===== config.mk =====
export PLATFORM = sky130hd
export DESIGN_NAME = lsu_mem_port
export DESIGN_NICKNAME = d
export VERILOG_FILES = /design/src/rtl/lsu_mem_port_pkg.sv /design/src/rtl/lsu_mem_port_byte_lane.sv /design/src/rtl/lsu_mem_port.sv
export SDC_FILE = /design/constraint.sdc
export NUM_CORES = 1
export LEC_CHECK = 0
export ABC_AREA = 1
export CAP_MARGIN = 20
export CORE_UTILIZATION = 53
export CTS_CLUSTER_SIZE = 16
export DETAILED_ROUTE_END_ITERATION = 10
export DONT_BUFFER_PORTS = 1
export GPL_TIMING_DRIVEN = 0
export PLACE_DENSITY = 0.7
export RECOVER_POWER = 100
export SYNTH_ARGS = -nofsm -noshare
export SYNTH_HDL_FRONTEND = slang
export SYNTH_SLANG_ARGS = --single-unit

===== constraint.sdc =====
create_clock -name clk -period 1.99 [get_ports clk]
set_input_delay 0.398 -clock clk [delete_from_list [all_inputs] [get_ports clk]]
set_output_delay 0.398 -clock clk [all_outputs]
set_load 0.1 [all_outputs]

===== src/rtl/lsu_mem_port_pkg.sv =====
// lsu_mem_port_pkg: access size and FSM state encodings shared by the load/store front-end
package lsu_mem_port_pkg;
  localparam logic [1:0] SIZE_B = 2'b00;
  localparam logic [1:0] SIZE_H = 2'b01;
  localparam logic [1:0] SIZE_W = 2'b10;
  localparam logic [2:0] S_IDLE  = 3'd0;
  localparam logic [2:0] S_ISSUE = 3'd1;
  localparam logic [2:0] S_DATA  = 3'd2;
  localparam logic [2:0] S_WRITE = 3'd3;
  localparam logic [2:0] S_RESP  = 3'd4;
endpackage


===== src/rtl/lsu_mem_port_byte_lane.sv =====
// lsu_byte_lane: big-endian load extract/extend and sub-word store merge on the addressed bytes
module lsu_byte_lane
  import lsu_mem_port_pkg::*;
(
  input  logic [1:0]  size,
  input  logic        uns,
  input  logic [31:0] rdata,
  input  logic [31:0] wdata,
  output logic [31:0] ld_data,
  output logic [31:0] st_data
);
  logic sgn;
  always_comb begin
    sgn = ~uns & rdata[31];
    ld_data = size == SIZE_B ? {{24{sgn}}, rdata[31:24]} :
              size == SIZE_H ? {{16{sgn}}, rdata[31:16]} : rdata;
    st_data = size == SIZE_B ? {wdata[7:0], rdata[23:0]} :
              size == SIZE_H ? {wdata[15:0], rdata[15:0]} : wdata;
  end
endmodule


===== src/rtl/lsu_mem_port.sv =====
// lsu_mem_port: single-outstanding load/store front-end driving a 4-byte big-endian memory port
module lsu_mem_port
  import lsu_mem_port_pkg::*;
#(
  parameter int MEM_BYTES = 2048
) (
  input  logic        clk,
  input  logic        rstn,
  input  logic        req_valid,
  output logic        req_ready,
  input  logic        req_we,
  input  logic [1:0]  req_size,
  input  logic        req_unsigned,
  input  logic [31:0] req_addr,
  input  logic [31:0] req_wdata,
  output logic        rsp_valid,
  input  logic        rsp_ready,
  output logic [31:0] rsp_data,
  output logic        rsp_err,
  output logic        mem_rdEna,
  output logic        mem_wrEna,
  output logic [31:0] mem_rdAddr,
  output logic [31:0] mem_wrAddr,
  output logic [31:0] mem_wrData,
  input  logic [31:0] mem_rdData
);
  logic [2:0]  state;
  logic        we, uns, err;
  logic [1:0]  size;
  logic [31:0] addr, wdata, res, ld_data, st_data;
  logic        word_st, bad;
  lsu_byte_lane u_lane (
    .size    (size),
    .uns     (uns),
    .rdata   (mem_rdData),
    .wdata   (wdata),
    .ld_data (ld_data),
    .st_data (st_data)
  );
  always_comb begin
    bad        = req_addr > 32'(MEM_BYTES - 4) || req_size == 2'b11;
    word_st    = we && size == SIZE_W;
    req_ready  = state == S_IDLE;
    rsp_valid  = state == S_RESP;
    rsp_data   = rsp_valid ? res : 32'd0;
    rsp_err    = rsp_valid & err;
    mem_rdEna  = state == S_ISSUE && !word_st;
    mem_wrEna  = (state == S_ISSUE && word_st) || state == S_WRITE;
    mem_rdAddr = mem_rdEna ? addr : 32'd0;
    mem_wrAddr = mem_wrEna ? addr : 32'd0;
    mem_wrData = mem_wrEna ? wdata : 32'd0;
  end
  always_ff @(posedge clk) begin
    if (!rstn) begin
      state <= S_IDLE;
      we    <= 1'b0;
      uns   <= 1'b0;
      size  <= 2'b00;
      addr  <= 32'd0;
      wdata <= 32'd0;
      res   <= 32'd0;
      err   <= 1'b0;
    end else begin
      case (state)
        S_IDLE: if (req_valid) begin
          we    <= req_we;
          uns   <= req_unsigned;
          size  <= req_size;
          addr  <= req_addr;
          wdata <= req_wdata;
          res   <= 32'd0;
          err   <= bad;
          state <= bad ? S_RESP : S_ISSUE;
        end
        S_ISSUE: state <= word_st ? S_RESP : S_DATA;
        S_DATA: begin
          // the store buffer is reused to hold the merged word for the write-back
          if (we) wdata <= st_data;
          else res <= ld_data;
          state <= we ? S_WRITE : S_RESP;
        end
        S_WRITE: state <= S_RESP;
        S_RESP: if (rsp_ready) state <= S_IDLE;
        default: state <= S_IDLE;
      endcase
    end
  end
endmodule

[Word level (Yosys, flattened, before mapping)]
Index checks and enable logic that the tools add are counted.
Cells by class
  bitwise logic cells: 3
  div/mod/pow operators: 0
  shift operators: 0
  reduce and logical (&&, ||, !) cells: 13
  order comparisons: 1
  $mul: 0
  mux-type cells: 20
  $add $sub $neg: 0
  equal/unequal tests: 12
Operators by type and width (number)
  32-bit two-way mux: 12
  32-bit case mux with 2 select lines: 2
  32-bit by 11-bit greater-than comparator with 1-bit output (second input constant): 1
  3-bit two-way mux: 5
  3-bit case mux with 5 select lines: 1
  3-bit by 2-bit == test with 1-bit output (second input constant): 2
  2-bit != test (second input constant): 3
  2-bit == test (second input constant): 2
  2-bit AND reduction: 2
  4-bit AND reduction: 1
  3-bit by 1-bit == test with 1-bit output (second input constant): 1
  3-bit == test (second input constant): 1
  1-bit logical AND: 3
  3-bit zero test: 1
  3-bit by 1-bit != test with 1-bit output (second input constant): 1
  3-bit AND reduction: 1
  1-bit AND: 2
  2-bit by 1-bit == test with 1-bit output (second input constant): 1
  2-bit zero test: 1
  1-bit logical OR: 2
  2-bit by 1-bit != test with 1-bit output (second input constant): 1
  2-bit nonzero test: 1
  1-bit zero test: 1
  1-bit inverter: 1
Storage, ports and cells
  bits in latches: 0
  memories kept: 0
  output and inout port bits: 133
  memory bits (read-only): 0
  register bits after elaboration: 104
  RAM bits: 0
  word-level logic and storage cells: 57
  input port bits: 104

[Logic depth before layout (Yosys ltp)]
  depth after elaboration: 6
  mapped depth: 8
  mapped depth without buffers: 8

[By module]
From an unflattened synthesis, not the netlist that was laid out.
Unflattened totals
  cells, all modules: 980
  area, all modules: 5896.9 sq um
Modules (own cells, without submodules)
  lsu_mem_port: times used 1, sequential area each 2082.0 sq um, cells an instance 756, area each 4901.0 sq um
  lsu_byte_lane: times used 1, sequential area each 0.0 sq um, cells an instance 224, area each 996.0 sq um

[Worst setup path before layout]
Ideal clock, no wire load.
  kind: reg2out
  start point: register state[2]
  end point: output port rsp_data[10]
  arrival time: 4.314 ns
  cell stages (with the launch flop): 6
  required time: 1.592 ns
  path slack: -2.722 ns
  buffers on the path: 1
  cells stage by stage: dfxtp_1 -> inv_1 -> nor3_1 -> inv_2 -> clkbuf_1 -> nor2_1
On the way
  word-level cells in the longest chain between the ends: 2
RTL lines
  start, declared: RTL line lsu_mem_port.sv:27  | logic [2:0] state;
  start signal, assigned: RTL line lsu_mem_port.sv:73  | state <= bad ? S_RESP : S_ISSUE;
  start signal, assigned: RTL line lsu_mem_port.sv:75  | S_ISSUE: state <= word_st ? S_RESP : S_DATA;
  start signal, assigned: RTL line lsu_mem_port.sv:80  | state <= we ? S_WRITE : S_RESP;
  3-bit == test: RTL line lsu_mem_port.sv:44  | rsp_valid = state == S_RESP;
  net rsp_valid: RTL line lsu_mem_port.sv:16  | output logic rsp_valid,
  32-bit two-way mux: RTL line lsu_mem_port.sv:45  | rsp_data = rsp_valid ? res : 32'd0;
  end, declared: RTL line lsu_mem_port.sv:18  | output logic [31:0] rsp_data,
The timed path passes the listed nets, and every way through them passes these cells.

[Worst setup path in the final report]
  start point: register state[0]
  end point: output port rsp_data[19]
The elaborated chain is that of the path after synthesis.

==> impl_results.md <==
* Status: complete, but fails checks
* Violated checks: negative setup slack
* Routed Antenna Nets at 0
* Antenna diodes at 0
* NetSw at 1.76 mW
* Post-synth EDFFs at 0
* Vias per cell at 5.78
* Total chip power at 4.94 mW
* Non-Filler Instances at 1016
* Starting DRT DRC Count at 383
* Sequential share of power at 47.4%
* Nets at 982
* DRC at 0
* Avg Inst Size Synth at 6.46 µm²
* CP startpoint kind: flip-flop
* Syn Nets at 954
* WS Path Type: reg -> out
* GP Congestion at 0.959
* Synth warn at 0
* Die span in y at 104 µm
* Share of cells above drive strength 1 at 26.7%
* Layout area overhead at 32.8%
* Port Buffer Count at 0
* Fin crit share at 149%
* #FFs+latches synth at 104
* CTS root buffer: clkbuf_8
* Int Pwr at 3.18 mW
* Post-layout util at 73.6%
* Num ports at 237
* Leak at 2.57 nW
* Combinational share of power at 26.1%
* TritonCTS Buffers at 9
* Total grt overflow at 0
* Via count at 5872
* Hold depth at 2
* Largest family of logic cells by synthesized area: compound AO/OA/AOI/OAI gates
* Max-slew violations at 0
* Slew margin rel. at 24.3%
* Gate Count Post-Synth at 850
* First-pass GRT wire length at 29.7 mm
* Cell Count Post-Placement at 983
* TNS Setup at -127.40 ns
* Bufs on Longest Clock Path at 2
* Critical-path maximum fanout at 8
* Row count at 36
* Hold Path Class: in -> reg
* Core footprint at 0.00991 mm²
* Clk_skew at 0.0161 ns
* Clk sinks at 104
* CP Data Required Time at 1.59 ns
* Fin Hold WS at 0.183 ns
* Worst path arrival time at 2.57 ns
* Starting Density at 55.4%
* Pin count of the biggest net entering global routing at 17
* Mapped Area at 0.00549 mm²
* H-Tree Depth at 3
* Max capacitance violation total at 0
* Switching share of power at 35.7%
* Die area at 0.0108 mm²
* Synth Flop Type: dfxtp_1
* Fmax at 0.336 GHz
* Top post-synthesis cells by count: nor2_1, inv_1, a21oi_1
* Final setup margin at -0.982 ns
* Post-CTS Hold Fix Bufs at 0
* Xor-xnor portion of the synthesized cell area at 0%
* Maximum vdd drop at 0.000575 V
* Multiplexer share of the synthesized area at 0%
* Number of global-route vias before repair at 5789
* CTS tree: built
* Share of flip-flops with an asynchronous set or reset at 0%
* R2R cell count at 8
* Sequential area share after synthesis at 37.9%
* Synth area leaders: dfxtp_1, nor2_1, a21oi_1, o21ai_0, inv_1
* RSZ-0062 raised after global routing: yes
* GR Util All Layers at 34.7%
* DR WL/cell at 18.6 µm
* Most common cell in the netlist: nor2_1
* Dpl hpwl at 14.6 mm
* Synth Area in Adders at 0%
* Setup crit end kind: output port
* Largest area contributor in the netlist: dfxtp_1
* Clock power frac at 26.5%
* Clock transition at path regs at 0.10 ns
* Final hold vios at 0
* Initial antenna violation count at 0
* Synth Area in Simple Gates at 21.0%
* Synth top area share at 37.9%
* Measured slew at the worst slew-check pin at 1.13 ns
* Final setup fails at 223
* Die width at 104 µm
* Cell variety after synth at 27
* Final wirelength at 18.9 mm
* Pre-Repair DR Iteration Count at 5
* Clock Latency Late Sink at 0.37 ns
* Minimum clock period at 2.97 ns
* Synth Area in Compound Gates at 26.0%
* PD cells at 678 mW/mm²
==> cell usage in the layout, fill, tap and decap left out, types with 2 or more instances in the layout <==
cell	Yosys	layout
nor2_4	5	134
inv_1	121	115
a21oi_1	105	104
o21ai_0	99	99
dfxtp_1	104	99
nand2_1	90	89
nor2_1	182	53
o21ai_1	52	52
buf_2	17	17
clkbuf_1	20	15
clkbuf_8	0	14
buf_6	12	11
buf_4	6	10
inv_2	7	9
o22ai_1	9	9
buf_12	0	7
clkbuf_16	0	7
a22oi_1	4	4
clkinvlp_4	0	3
o221ai_1	3	3
dfxtp_4	0	3
nor2_2	1	2
nand2_4	2	2
a21oi_4	1	2
inv_6	0	2
inv_4	0	2
nand3_1	3	2
buf_16	0	2
buf_8	0	2
dfxtp_2	0	2
==> per-layer routing <==
layer,GRT usage [%],wire length [µm],vias to the layer above
met2,61.0,9310,314
met5,0,0,-
li1,-,-,2751
met3,10.8,2010,60
met4,15.6,764,0
met1,38.2,6790,2747
==> path summary, 6_finish.rpt <==
path / startpoint / end / slack [ns]
worst max-delay path: state[0] / rsp_data[19] / -0.98
worst min-delay path: req_addr[24] / addr[24] / 0.18
worst max register to register: state[0] / we / -0.23
worst min register to register: res[7] / res[7] / 0.47
==> worst max-delay path, cell delays in order (launching register included) <==
cell and delay (ns):
dfxtp_4 0.38, nor3_4 0.92, inv_4 0.03, buf_8 0.19
clkbuf_16 0.17, nor2_4 0.51
==> power by group through the flow <==
| stage | logic (mW) | clock network (mW) | registers [mW] |
|---|---|---|---|
| 3_3_place_gp | 1.19 | 0 | 2.38 |
| 5_1_grt | 1.39 | 1.39 | 2.36 |
| 6_report | 1.29 | 1.31 | 2.34 |
| 3_5_place_dp | 1.23 | 0 | 2.39 |
| 4_1_cts | 1.29 | 1.29 | 2.34 |
| 2_1_floorplan | 1.03 | 0 | 2.37 |
==> sequential cells by signal, summed over array words and instances (netlist names) <==
register  flops
addr         32
state         3
we            1
uns           1
wdata        32
err           1
size          2
res          32
==> stage by stage <==
stage / cell area, µm² / setup WS, ns
final: 7290 / -0.982
after global routing: 7290 / -1.03
after CTS: 7320 / -0.961
after detailed placement: 6830 / -0.753
after global placement: 6830 / -0.742
after floorplan: 6660 / -0.621
==> logic make-up after synthesis <==
group,Yosys count
AO/OA/AOI/OAI,275
buffers and inverters,185
flip-flops,104
AND/OR/NAND/NOR,286
==> layout make-up <==
cell class	instances	area (µm²)
tap	133	166
fill	794	2620
multi-input combinational	561	3570
clock inverter	3	23.8
buffer	56	528
sequential	104	2100
inverter	129	499
timing repair buffer	17	240
clock buffer	13	169
==> what timing repair did <==
action | in CTS | in global routing
gates cloned | 5 | 0
resized for setup | 29 | 0
buffers inserted | 12 | 0
pin swaps | 18 | 10
endpoints found under the setup margin | 134 | 133
(Power assumes the default switching activity.)
